[config.mk]
export PLATFORM = sky130hd
export DESIGN_NAME = load_store_unit_flat
export DESIGN_NICKNAME = d
export VERILOG_FILES = /design/src/rtl/load_store_unit_if.sv /design/src/rtl/load_store_unit.sv /design/src/flat_wrapper.sv
export SDC_FILE = /design/constraint.sdc
export NUM_CORES = 1
export LEC_CHECK = 0
export CAP_MARGIN = 20
export CORE_UTILIZATION = 45
export CTS_CLUSTER_SIZE = 8
export DETAILED_ROUTE_END_ITERATION = 10
export GPL_TIMING_DRIVEN = 1
export PLACE_DENSITY_LB_ADDON = 0.08
export SLEW_MARGIN = 10
export SYNTH_ARGS = -nofsm -noshare
export SYNTH_HDL_FRONTEND = slang
export SYNTH_SLANG_ARGS = --single-unit
[constraint.sdc]
create_clock -name clock -period 2.2 [get_ports clock]
set_input_delay 0.22 -clock clock [delete_from_list [all_inputs] [get_ports clock]]
set_output_delay 0.22 -clock clock [all_outputs]
set_load 0.01 [all_outputs]
[src/rtl/load_store_unit_if.sv]
// Signal bundle between the load/store unit, the RV32I control unit and the data bus.
// Handshakes: a request transfers on the rising edge where req_valid && req_ready; rsp_valid is a one-cycle pulse; bus_req is held with stable fields until the edge where bus_ack is high.
interface load_store_unit_if;
  logic        req_valid;
  logic        req_ready;
  logic        req_we;
  logic [2:0]  req_funct3;
  logic [31:0] req_addr;
  logic [31:0] req_wdata;
  logic        rsp_valid;
  logic [31:0] rsp_rdata;
  logic        rsp_error;
  logic        stall;
  logic        bus_req;
  logic        bus_we;
  logic [31:0] bus_addr;
  logic [3:0]  bus_be;
  logic [31:0] bus_wdata;
  logic        bus_ack;
  logic [31:0] bus_rdata;
  logic [1:0]  dbg_state;

  modport slave (
    input  req_valid, req_we, req_funct3, req_addr, req_wdata, bus_ack, bus_rdata,
    output req_ready, rsp_valid, rsp_rdata, rsp_error, stall,
           bus_req, bus_we, bus_addr, bus_be, bus_wdata, dbg_state
  );

  modport master (
    output req_valid, req_we, req_funct3, req_addr, req_wdata, bus_ack, bus_rdata,
    input  req_ready, rsp_valid, rsp_rdata, rsp_error, stall,
           bus_req, bus_we, bus_addr, bus_be, bus_wdata, dbg_state
  );
endinterface

[src/rtl/load_store_unit.sv]
// Multi-cycle RV32I data-memory stage: one word-aligned bus access per load/store,
// sign/zero extension of load data, error completion for misaligned/illegal/timeout.
module load_store_unit #(
  parameter int TIMEOUT = 255
) (
  input logic              clock,
  input logic              reset,
  load_store_unit_if.slave lsu
);
  localparam int CW = (TIMEOUT < 2) ? 1 : $clog2(TIMEOUT);
  localparam logic [CW-1:0] TMO_LAST = CW'(TIMEOUT - 1);

  typedef enum logic [1:0] {IDLE = 2'd0, ACCESS = 2'd1, RESP = 2'd2} state_t;
  state_t state, state_nx;

  logic          we_q;
  logic [2:0]    f3_q;
  logic [1:0]    off_q;
  logic [29:0]   word_q;
  logic [3:0]    be_q;
  logic [31:0]   wdata_q;
  logic [31:0]   rdata_q;
  logic          error_q;
  logic [CW-1:0] tmo_cnt;

  logic        req_legal, req_aligned, timeout_hit, in_access, in_resp;
  logic [3:0]  req_be;
  logic [31:0] req_wrep, load_ext;
  logic [7:0]  lane_b;
  logic [15:0] lane_h;

  // Request decode: width from funct3[1:0], legality also depends on direction.
  always_comb begin
    req_aligned = 1'b0;
    req_be      = 4'b0000;
    req_wrep    = lsu.req_wdata;
    case (lsu.req_funct3[1:0])
      2'b00: begin
        req_aligned = 1'b1;
        req_be      = 4'b0001 << lsu.req_addr[1:0];
        req_wrep    = {4{lsu.req_wdata[7:0]}};
      end
      2'b01: begin
        req_aligned = ~lsu.req_addr[0];
        req_be      = 4'b0011 << {lsu.req_addr[1], 1'b0};
        req_wrep    = {2{lsu.req_wdata[15:0]}};
      end
      2'b10: begin
        req_aligned = (lsu.req_addr[1:0] == 2'b00);
        req_be      = 4'b1111;
      end
      default: ;
    endcase
    case (lsu.req_funct3)
      3'b000, 3'b001, 3'b010: req_legal = 1'b1;
      3'b100, 3'b101:         req_legal = ~lsu.req_we;
      default:                req_legal = 1'b0;
    endcase
  end

  always_comb begin
    lane_b = lsu.bus_rdata[{off_q, 3'b000} +: 8];
    lane_h = lsu.bus_rdata[{off_q[1], 4'b0000} +: 16];
    case (f3_q)
      3'b000:  load_ext = {{24{lane_b[7]}}, lane_b};
      3'b001:  load_ext = {{16{lane_h[15]}}, lane_h};
      3'b100:  load_ext = {24'd0, lane_b};
      3'b101:  load_ext = {16'd0, lane_h};
      default: load_ext = lsu.bus_rdata;
    endcase
  end

  // A bus ack in the final allowed cycle still completes normally.
  assign timeout_hit = (TIMEOUT != 0) && !lsu.bus_ack && (tmo_cnt == TMO_LAST);

  always_ff @(posedge clock) begin
    if (reset) state <= IDLE;
    else       state <= state_nx;
  end

  always_comb begin
    state_nx = state;
    case (state)
      IDLE:    if (lsu.req_valid) state_nx = (req_legal && req_aligned) ? ACCESS : RESP;
      ACCESS:  if (lsu.bus_ack || timeout_hit) state_nx = RESP;
      RESP:    state_nx = IDLE;
      default: state_nx = IDLE;
    endcase
  end

  always_ff @(posedge clock) begin
    if (reset) begin
      we_q    <= 1'b0;
      f3_q    <= 3'b000;
      off_q   <= 2'b00;
      word_q  <= '0;
      be_q    <= 4'b0000;
      wdata_q <= '0;
      rdata_q <= '0;
      error_q <= 1'b0;
      tmo_cnt <= '0;
    end else begin
      case (state)
        IDLE: if (lsu.req_valid) begin
          we_q    <= lsu.req_we;
          f3_q    <= lsu.req_funct3;
          off_q   <= lsu.req_addr[1:0];
          word_q  <= lsu.req_addr[31:2];
          be_q    <= req_be;
          wdata_q <= req_wrep;
          rdata_q <= '0;
          error_q <= ~(req_legal & req_aligned);
          tmo_cnt <= '0;
        end
        ACCESS: begin
          if (lsu.bus_ack) begin
            rdata_q <= we_q ? 32'd0 : load_ext;
          end else begin
            tmo_cnt <= tmo_cnt + 1'b1;
            if (timeout_hit) error_q <= 1'b1;
          end
        end
        default: ;
      endcase
    end
  end

  // Bus and response fields are gated by state so they read zero when idle.
  assign in_access     = (state == ACCESS);
  assign in_resp       = (state == RESP);
  assign lsu.req_ready = (state == IDLE);
  assign lsu.stall     = (state != IDLE);
  assign lsu.bus_req   = in_access;
  assign lsu.bus_we    = in_access & we_q;
  assign lsu.bus_addr  = in_access ? {word_q, 2'b00} : 32'd0;
  assign lsu.bus_be    = in_access ? be_q : 4'b0000;
  assign lsu.bus_wdata = in_access ? wdata_q : 32'd0;
  assign lsu.rsp_valid = in_resp;
  assign lsu.rsp_rdata = in_resp ? rdata_q : 32'd0;
  assign lsu.rsp_error = in_resp & error_q;
  assign lsu.dbg_state = state;
endmodule

[src/flat_wrapper.sv]
// flat-port wrapper written by rule: the top's interface ports become plain ports
module load_store_unit_flat 
#(
  parameter int TIMEOUT = 255
)
  (clock, reset, lsu_req_valid, lsu_req_we, lsu_req_funct3, lsu_req_addr, lsu_req_wdata, lsu_bus_ack, lsu_bus_rdata, lsu_req_ready, lsu_rsp_valid, lsu_rsp_rdata, lsu_rsp_error, lsu_stall, lsu_bus_req, lsu_bus_we, lsu_bus_addr, lsu_bus_be, lsu_bus_wdata, lsu_dbg_state);
  load_store_unit_if lsu_i ();
  input logic clock;
  input logic reset;
  input wire logic [$bits(lsu_i.req_valid)-1:0] lsu_req_valid;
  input wire logic [$bits(lsu_i.req_we)-1:0] lsu_req_we;
  input wire logic [$bits(lsu_i.req_funct3)-1:0] lsu_req_funct3;
  input wire logic [$bits(lsu_i.req_addr)-1:0] lsu_req_addr;
  input wire logic [$bits(lsu_i.req_wdata)-1:0] lsu_req_wdata;
  input wire logic [$bits(lsu_i.bus_ack)-1:0] lsu_bus_ack;
  input wire logic [$bits(lsu_i.bus_rdata)-1:0] lsu_bus_rdata;
  output wire logic [$bits(lsu_i.req_ready)-1:0] lsu_req_ready;
  output wire logic [$bits(lsu_i.rsp_valid)-1:0] lsu_rsp_valid;
  output wire logic [$bits(lsu_i.rsp_rdata)-1:0] lsu_rsp_rdata;
  output wire logic [$bits(lsu_i.rsp_error)-1:0] lsu_rsp_error;
  output wire logic [$bits(lsu_i.stall)-1:0] lsu_stall;
  output wire logic [$bits(lsu_i.bus_req)-1:0] lsu_bus_req;
  output wire logic [$bits(lsu_i.bus_we)-1:0] lsu_bus_we;
  output wire logic [$bits(lsu_i.bus_addr)-1:0] lsu_bus_addr;
  output wire logic [$bits(lsu_i.bus_be)-1:0] lsu_bus_be;
  output wire logic [$bits(lsu_i.bus_wdata)-1:0] lsu_bus_wdata;
  output wire logic [$bits(lsu_i.dbg_state)-1:0] lsu_dbg_state;
  assign lsu_i.req_valid = lsu_req_valid;
  assign lsu_i.req_we = lsu_req_we;
  assign lsu_i.req_funct3 = lsu_req_funct3;
  assign lsu_i.req_addr = lsu_req_addr;
  assign lsu_i.req_wdata = lsu_req_wdata;
  assign lsu_i.bus_ack = lsu_bus_ack;
  assign lsu_i.bus_rdata = lsu_bus_rdata;
  assign lsu_req_ready = lsu_i.req_ready;
  assign lsu_rsp_valid = lsu_i.rsp_valid;
  assign lsu_rsp_rdata = lsu_i.rsp_rdata;
  assign lsu_rsp_error = lsu_i.rsp_error;
  assign lsu_stall = lsu_i.stall;
  assign lsu_bus_req = lsu_i.bus_req;
  assign lsu_bus_we = lsu_i.bus_we;
  assign lsu_bus_addr = lsu_i.bus_addr;
  assign lsu_bus_be = lsu_i.bus_be;
  assign lsu_bus_wdata = lsu_i.bus_wdata;
  assign lsu_dbg_state = lsu_i.dbg_state;
  load_store_unit #(.TIMEOUT(TIMEOUT)) u_core (.clock(clock), .reset(reset), .lsu(lsu_i));
endmodule
Word-level counts from Yosys, hierarchy flattened
Cells that the tools add are included. W data, S select, Z words.

Register bits: 115. Bits in latches: 0. RAM bits: 0. Memory bits (read-only): 0. Input port bits: 104. Output and inout port bits: 108. Word-level logic and storage cells: 80. Memories: 0.

$add $sub $neg: 1. $mul: 0. Div/mod/pow operators: 0. $lt $le $gt $ge: 0. Eq/ne operators: 17. Shift operators: 4. Muxes and demuxes: 24. Bitwise gates (word level): 6. Reduce and logical (&&, ||, !) cells: 18.

Operators by type and width (number): $mux W32 (6); $pmux W32 S2 (2); $pmux W32 S4 (1); $shiftx A32 B6 Y16 (1); $shiftx A32 B6 Y8 (1); $mux W8 (2); $pmux W8 S2 (1); $eq A3 B3 Y1 const B (4); $pmux W4 S3 (1); $add A8 B1 Y8 const B (1); $eq A8 B8 Y1 const B (1); $ne A2 B2 Y1 const B (4); $eq A3 B1 Y1 const B (2); $logic_not A2 Y1 (3); $logic_not A3 Y1 (2); $mux W2 (3); $reduce_and A3 Y1 (2); $eq A2 B1 Y1 const B (2); $eq A2 B2 Y1 const B (2); $mux W4 (1); $pmux W1 S2 (2); $pmux W2 S2 (1); $reduce_and A2 Y1 (2); $reduce_and A4 Y1 (1); other kinds (14) (22).

Depth between registers and ports, before layout
Depth in word-level cells: 7. Gate-level depth with buffers: 7.

Least setup slack after synthesis
OpenSTA, ideal clock, no wires.

Path type: register -> register. From: reg u_core.state[0], in the netlist u_core.lsu.dbg_state[0]. To: reg u_core.rdata_q[21]. Library setup time: 0.058 ns. Arrival: 1.836 ns. Data required time: 2.142 ns. Setup slack: 0.307 ns. Cell stages (with the launch flop): 7. Path buffers: 2. Period minus slack after synthesis: 1.893 ns. Path through: dfxtp_1 > buf_2 > nand2_1 > or4_4 > a2111oi_4 > buf_6 > a221o_2.

Word-level cells in the longest chain between the ends: 3.

Ends and longest elaborated chain: start, declared (RTL line load_store_unit.sv:14) `state_t state, state_nx;`; start signal, assigned (RTL line load_store_unit.sv:78) `else state <= state_nx;`; $eq A2 B1 Y1 or $logic_not A2 Y1 (tied branches) (RTL line load_store_unit.sv:103) `case (state)`; $ne A2 B2 Y1 (no source line) or $reduce_bool A2 Y1 (tied branches); $reduce_and A3 Y1 (no source line); end signal, assigned (RTL line load_store_unit.sv:117) `rdata_q <= we_q ? 32'd0 : load_ext;`; end, declared (RTL line load_store_unit.sv:22) `logic [31:0] rdata_q;`.

Several ways; a longest one is shown, not always the timed one. A chain may end at the register's enable or synchronous reset.

Worst setup path in the final report
From: reg u_core.state[1], in the netlist u_core.lsu.dbg_state[1]. To: out lsu_bus_addr[14].

Word-level cells in the longest chain between the ends: 2.

Ends and longest elaborated chain: $eq A2 B1 Y1 (RTL line load_store_unit.sv:129) `assign in_access = (state == ACCESS);`; $mux W32 (RTL line load_store_unit.sv:135) `assign lsu.bus_addr = in_access ? {word_q, 2'b00} : 32'd0;`; end, declared (RTL line flat_wrapper.sv:24) `output wire logic [$bits(lsu_i.bus_addr)-1:0] lsu_bus_addr;`.

Every way passes these cells.

==> impl_summary.md <==
Power
The leakage component of the power is 4.30 nW. The power density over the cells is 680 nW/um2. The post-layout total power is ~6.0 mW. IR analysis of the VDD net gives a maximum drop of 476 uV.

STA
The final setup violation count is 0. The max-slew violation count is 0. The ratio of final minimum period to clock period is 97.5%. Summed over all failing endpoints, the final setup total negative slack is 0 ns. The worst slew margin relative to its limit is 45.6%. Setup repair after global routing left no endpoint under its margin. The slack of the critical path is 0.0543 ns. The count of endpoints failing hold in the final timing report is 0. The worst hold margin is 0.304 ns. For the pin with the worst max-slew slack, the measured transition is 0.816 ns. For the final database, setup skew stands at just under 0.009 ns. The smallest clock period supported by the final layout is computed as 2.15 ns. Static timing analysis puts the maximum clock frequency at 0.466 GHz.

Detailed routing
The highest layer used for signal routing is met4. For this run, the detailed router's first-pass iteration total came to 5. In this run the remaining antenna-violating nets after routing total 0. The aggregate routed wire length is 17800 um. The violation count after the first detailed-routing iteration is approximately 420. The met2 layer wire length in the routed design is ~8500 um. Dividing the detail-routed via count by the number of cells gives 5.28. The routed design uses 1280 um of met3 wire. For this run, design rule violations remaining after detail routing come to 0. The vias after detailed routing is 5711. In the final routing, the length of wire on met1 measures approximately 7600 um. The final routed wire length divided by cell count is 16.4 um.

Yosys
In the post-synthesis netlist, the cell with the most instances is sky130_fd_sc_hd__nand2_1. The cell area that synthesis handed to floorplanning was 5750 um2. In the synthesized netlist the async set-or-reset flop fraction comes to 0%.

The largest area contributor in the netlist is sky130_fd_sc_hd__dfxtp_1. The number of instances in the synthesized netlist is 707. The share of the Yosys chip area taken by registers is 40.0%. Of the post-synthesis cell area, the dominant cell type holds approximately two fifths. The number of synthesis warnings is 0. The number of different library cells used by synthesis comes to 52.

The number of synthesized flops with an enable pin is 0. The most used flip-flop cell after synthesis is sky130_fd_sc_hd__dfxtp_1. Dividing the synthesized area by the synthesized cell count gives 8.14 um2.

In the synthesized netlist, the cells that appear most often are sky130_fd_sc_hd__nand2_1 (128), sky130_fd_sc_hd__dfxtp_1 (115), sky130_fd_sc_hd__and2_1 (101). Ranked by total cell area, the synthesized netlist is headed by sky130_fd_sc_hd__dfxtp_1 (40%), sky130_fd_sc_hd__and2_1 (11%), sky130_fd_sc_hd__nand2_1 (8.4%), sky130_fd_sc_hd__a21oi_1 (6.6%), sky130_fd_sc_hd__clkbuf_1 (3.3%). Synthesis inferred roughly 120 register bits.

Clock network
At the later pin of the worst-skew pair, clock insertion delay measures about 0.42 ns. The number of buffers added by the clock tree synthesis step is 17. Clock tree synthesis selected as its root buffer the cell sky130_fd_sc_hd__clkbuf_16. In this run the deepest clock path goes through 2 buffers. CTS saw 115 sinks. Buffers inserted to repair hold after CTS numbered 0.

TritonCTS built the clock tree. The clock tree synthesis step divided the H-tree into 4 levels. The clock-pin slew reported for the worst setup and hold paths after clock tree synthesis is 0.05 ns.

Floorplanning
The initial core utilization is 47.1%. The region available for standard cell placement spans 12200 um2. The die width is 115 um. The floorplan has 40 rows. The number of placed I/O pins is roughly 210.

The height of the chip is approximately 120 um. The floorplan step defined a die boundary enclosing roughly 13000 um2.

Finish
The layout cell share with drive strength beyond 1 is between 10% and 20%. The final layout contains 1008 nets. The diode insertion count for antenna repair is 0.

The area growth from synthesis to layout is 52.3%. Fill cells in the final layout number 992. At the end of the flow the core is filled with cells to 71.7%.

Global route
For this run, the total global-route usage over all layers was measured as 27.1%. The via count of the first global-routing pass is 5621. The total overflow reported by the global router is 0. Entering global routing, the biggest net connects 78 pins.

The first global-routing pass estimated 27800 um of wire. The initial antenna violation count is 0.

Worst hold path
The class of the tightest hold or removal check is in2reg. The end of the worst hold path is u_core.rdata_q[2]$_SDFFE_PP0P_. The count of cells along the worst hold path is 3. The launch point of the worst hold path is reset.

Place
Prior to clock tree synthesis, the placed netlist has a worst setup slack of between 0.1 and 0.15 ns. The final estimated routing congestion in global placement is 0.828. Buffers placed on the I/O ports in this run total 209.

The total half-perimeter wirelength after legalization and detailed placement is 11700 um.

Worst setup path
In this run the critical register-to-register path is captured at u_core.rdata_q[30]$_SDFFE_PP0P_. Setup slack on the worst reg-to-reg path comes out at 0.31 ns. The worst setup path is captured at a primary output. On the critical path, the stage with the largest delay is an instance of sky130_fd_sc_hd__clkdlybuf4s50_1. The critical path data arrival time is 1.93 ns. Traced cell by cell, the critical path runs through and2b_4 > clkbuf_16 > and2_1 > clkdlybuf4s50_1. The required time at the endpoint of the critical path is ~2 ns.

On the worst path, the slowest cell contributes a delay of 0.52 ns. The path depth of the worst reg2reg path is 5. The worst setup path is of the reg2out kind. The peak fanout along the critical path is 12. The critical register-to-register path startpoint is u_core.off_q[0]$_SDFFE_PP0P_. The category of the worst setup path launch point is a flip-flop.

Run status
The run finished with clean final reports.

Run
Max-cap violations in this run came to 0.
-- kinds of logic (layout without fill, tap and decap cells) --
logic type	count (synthesis)	in the layout	share of synthesized area [%]
buf+inv	66	271	4.81
other cells	1	2	0.0652
fa+ha+maj	2	2	0.435
compound gates	181	181	21.4
simple gates	309	309	27.5
mux	27	27	4.92
flops	115	115	40.0
xor+xnor	6	6	0.914
-- critical path, delay by kind of cell (launching register included) --
family | cells | cell delay (ns)
flops | 1 | 0.36
simple gates | 2 | 0.45
buf+inv | 2 | 0.70
-- state kept, by name (all words and copies together) (netlist names) --
register and cells:
u_core.error_q 1, u_core.lsu.dbg_state 2, u_core.f3_q 3, u_core.rdata_q 32
u_core.wdata_q 32, u_core.word_q 30, u_core.tmo_cnt 8, u_core.off_q 2
u_core.be_q 4, u_core.we_q 1
-- cell usage in the layout, fill, tap and decap left out, types with 2 or more instances in the layout --
cell	count
sky130_fd_sc_hd__a211o_1	7
sky130_fd_sc_hd__a211oi_1	11
sky130_fd_sc_hd__a21oi_1	76
sky130_fd_sc_hd__a221o_2	16
sky130_fd_sc_hd__a22oi_1	2
sky130_fd_sc_hd__a311oi_1	8
sky130_fd_sc_hd__a32o_1	9
sky130_fd_sc_hd__and2_1	101
sky130_fd_sc_hd__and3b_1	7
sky130_fd_sc_hd__and4_1	2
sky130_fd_sc_hd__buf_12	3
sky130_fd_sc_hd__buf_4	20
sky130_fd_sc_hd__buf_6	2
sky130_fd_sc_hd__buf_8	2
sky130_fd_sc_hd__bufinv_16	2
sky130_fd_sc_hd__clkbuf_1	2
sky130_fd_sc_hd__clkbuf_16	18
sky130_fd_sc_hd__clkbuf_8	8
sky130_fd_sc_hd__clkdlybuf4s50_1	115
sky130_fd_sc_hd__conb_1	2
sky130_fd_sc_hd__dfxtp_1	114
sky130_fd_sc_hd__dlygate4sd2_1	54
sky130_fd_sc_hd__dlymetal6s2s_1	39
sky130_fd_sc_hd__ha_1	2
sky130_fd_sc_hd__inv_1	2
sky130_fd_sc_hd__mux2_2	10
sky130_fd_sc_hd__mux2i_1	17
sky130_fd_sc_hd__nand2_1	128
sky130_fd_sc_hd__nand2b_1	14
sky130_fd_sc_hd__nor2_1	34
sky130_fd_sc_hd__nor2b_1	2
sky130_fd_sc_hd__o21ai_0	35
sky130_fd_sc_hd__o2bb2ai_1	7
sky130_fd_sc_hd__or3_1	7
sky130_fd_sc_hd__or3b_2	2
sky130_fd_sc_hd__xnor2_1	3
sky130_fd_sc_hd__xor2_1	3
-- timing repair --
item | 4_1_cts | 5_1_grt
setup endpoints to repair | 99 | 45
cloned | 3 | 1
buffers inserted | 0 | 5
gates resized for setup | 62 | 42
hold endpoints to repair | 0 | 0
-- layer usage --
metal,track usage [%],vias to the layer above
met5,0,-
met1,33.2,2663
li1,-,2817
met2,44.1,204
met3,8.22,27
met4,11.5,0
-- where the power goes --
| group | internal (mW) | total (mW) | switching (mW) |
|---|---|---|---|
| Combinational | 0.436 | 0.883 | 0.447 |
| Sequential | 2.20 | 2.27 | 0.0655 |
| Clock | 1.89 | 2.81 | 0.919 |
| Total | 4.53 | 5.96 | 1.43 |
-- worst max-delay path by stage --
stage | startpoint | endpoint
floorplan | u_core.lsu.dbg_state[0]$_SDFFE_PP0P_ | u_core.rdata_q[21]$_SDFFE_PP0P_
global placement | lsu_bus_ack | u_core.rdata_q[16]$_SDFFE_PP0P_
detailed placement | lsu_bus_ack | u_core.rdata_q[19]$_SDFFE_PP0P_
CTS | u_core.lsu.dbg_state[0]$_SDFFE_PP0P_ | lsu_rsp_rdata[6]
global route | u_core.lsu.dbg_state[1]$_SDFFE_PP0P_ | lsu_bus_addr[14]
finish | u_core.lsu.dbg_state[1]$_SDFFE_PP0P_ | lsu_bus_addr[14]
-- area by class of cell --
| class | instances | area, um2 | area share (%) |
|---|---|---|---|
| Tap cell | 168 | 210 | 2.40 |
| Clock inverter | 3 | 65.1 | 0.743 |
| Clock buffer | 27 | 543 | 6.20 |
| Inverter | 3 | 11.3 | 0.129 |
| Timing Repair Buffer | 238 | 2430 | 27.8 |
| Multi-Input combinational cell | 527 | 3200 | 36.5 |
| Sequential cell | 115 | 2300 | 26.3 |
-- metrics by stage --
stage	std cells	area, um2
CTS	1075	8590
global route	1081	8760
floorplan	708	5760
global placement	1041	7980
detailed placement	1042	7990
finish	1081	8760
No activity file was read; power rests on OpenSTA's default activity.
==> RTL edit, RTL diff (config.mk and constraints unchanged) <==
`TIMEOUT` is set to 255 in 2 places; all go to 510.
--- a/src/rtl/load_store_unit.sv
+++ b/src/rtl/load_store_unit.sv
@@ -1,7 +1,7 @@
 // Multi-cycle RV32I data-memory stage: one word-aligned bus access per load/store,
 // sign/zero extension of load data, error completion for misaligned/illegal/timeout.
 module load_store_unit #(
-  parameter int TIMEOUT = 255
+  parameter int TIMEOUT = 510
 ) (
   input logic              clock,
   input logic              reset,
--- a/src/flat_wrapper.sv
+++ b/src/flat_wrapper.sv
@@ -1,7 +1,7 @@
 // flat-port wrapper written by rule: the top's interface ports become plain ports
 module load_store_unit_flat 
 #(
-  parameter int TIMEOUT = 255
+  parameter int TIMEOUT = 510
 )
   (clock, reset, lsu_req_valid, lsu_req_we, lsu_req_funct3, lsu_req_addr, lsu_req_wdata, lsu_bus_ack, lsu_bus_rdata, lsu_req_ready, lsu_rsp_valid, lsu_rsp_rdata, lsu_rsp_error, lsu_stall, lsu_bus_req, lsu_bus_we, lsu_bus_addr, lsu_bus_be, lsu_bus_wdata, lsu_dbg_state);
   load_store_unit_if lsu_i ();
Behaviour: no difference found for any inputs over 4 cycles, from zero or initial values and one cycle with reset high; that may be too few to reach the edited logic, so the function may still have changed.
==> RTL edit against the unedited design <==
Design area grew 2.2%. Sequential cell count increased by 1. Power down 1.5%. Area after synthesis rose by 1.7%. Wire length is 1.4% higher. Synthesized cell count increased by 1.8%. Worst hold slack gained 52 ps. Combinational power is 1% higher. Setup slack improved by 28 ps. Clock skew is 3.5 ps lower. First-iteration DRC count down 14%. Largest power group unchanged.
==> RTL edit: results (changes against the unedited design) <==
Cells and area
  • Comb_multi_in: 537 (+1.9%)
  • Final net count: 1024 (+1.6%)
  • Register area: 2330 um2 (+1.1%)
  • Number of non-clock buffers: 242 (+1.7%)
  • Filler cells: 1048 (+5.6%)
  • Clock-cell share of area: 6.51% (-0.43 points)
  • Layout area overhead: 53.2%
  • Layout cells sized above 1: 11.5% (+0.89 points)
  • Fraction of area in non-clock buffers: 28.7% (+0.90 points)
  • Non-clock inverter count: 4 (+1)

Logic synthesis
  • Synthesized flop and latch total: 116 (+0.87%)
  • Mapped Cells: 720 (+1.8%)

Place
  • GP Congestion: 0.818 (-1.2%)
  • Dpl cells: 1063 (+2.0%)
  • DP Worst Slack: 151 ps (+47.1 ps)

Route
  • Drt wl/cell: 16.4 um (-0.44%)
  • Metal1 wirelength: 7.66 mm (+0.67%)
  • Met2 wire length: 8.69 mm (+2.6%)
  • Routed WL: 18.0 mm (+1.4%)
  • WL met3: 1.43 mm (+11%)

STA
  • Slew HR: 45.1% (-0.54 points)
  • Worst Skew: 5.30 ps (-3.48 ps)
  • Final min period: 2120 ps (-27.7 ps)

Worst setup path
  • Worst r2r dst: u_core.rdata_q[17]
  • Flop2flop setup slack: 290 ps (-20 ps)
  • Critical Path AT: 1900 ps (-30 ps)
  • Worst setup endpoint: lsu_rsp_rdata[7]
  • Critical Path Fanout Max: 34 (+22)

Power
  • Leakage: 4.37 nW (+1.7%)
  • Max VDD drop: 470 uV (-1.3%)

Min path
  • Worst Hold Launch: lsu_req_addr[5]
  • Hold Crit Endpoint: u_core.word_q[3]

Clock tree
  • Post-CTS setup buffer count: 5 (+5)
  • Post-cts resize count: 29 (-53%)

Global routing
  • Met1 usage: 33.4% (+0.21 points)
  • First-pass GRT wire length: 28.1 mm (+1.1%)
  • Pin count of the biggest net entering global routing: 79 (+1.3%)
  • Met3 GRT Util: 8.26% (+0.040 points)

Outcome
  • Status: finished clean
==> RTL edit: cell types whose count changed in the layout (fill, tap and decap cells not counted), sizes merged, moves of 2 or more <==
cell           unedited run  this run
dlygate4sd2              54        20
or3                       7         9
and2                    101       103
nor2b                     3         5
a21oi                    76        78
dlymetal6s2s             39        50
and4                      2         0
nor3                      1         3
clkdlybuf4s50           115       138
buf                      29        33
==> RTL edit: kinds of logic (layout without fill, tap and decap cells) <==
kind of cell | Yosys count | count (layout) | synth area share [%]
XOR/XNOR | 5 | 5 | 0.749
flip-flops | 116 | 116 | 39.7
multiplexers | 27 | 27 | 4.84
AND/OR/NAND/NOR | 317 | 317 | 27.6
AO/OA/AOI/OAI | 184 | 184 | 21.4
adder cells (fa/ha/maj) | 2 | 2 | 0.428
other | 1 | 2 | 0.0641
buffers and inverters | 68 | 276 | 5.20
==> RTL edit: worst register-to-register path: cells and delay by family, from the launching register on <==
family | cells | cell delay, ps
compound gates | 3 | 650
buf+inv | 1 | 170
flops | 1 | 560
mux | 1 | 410
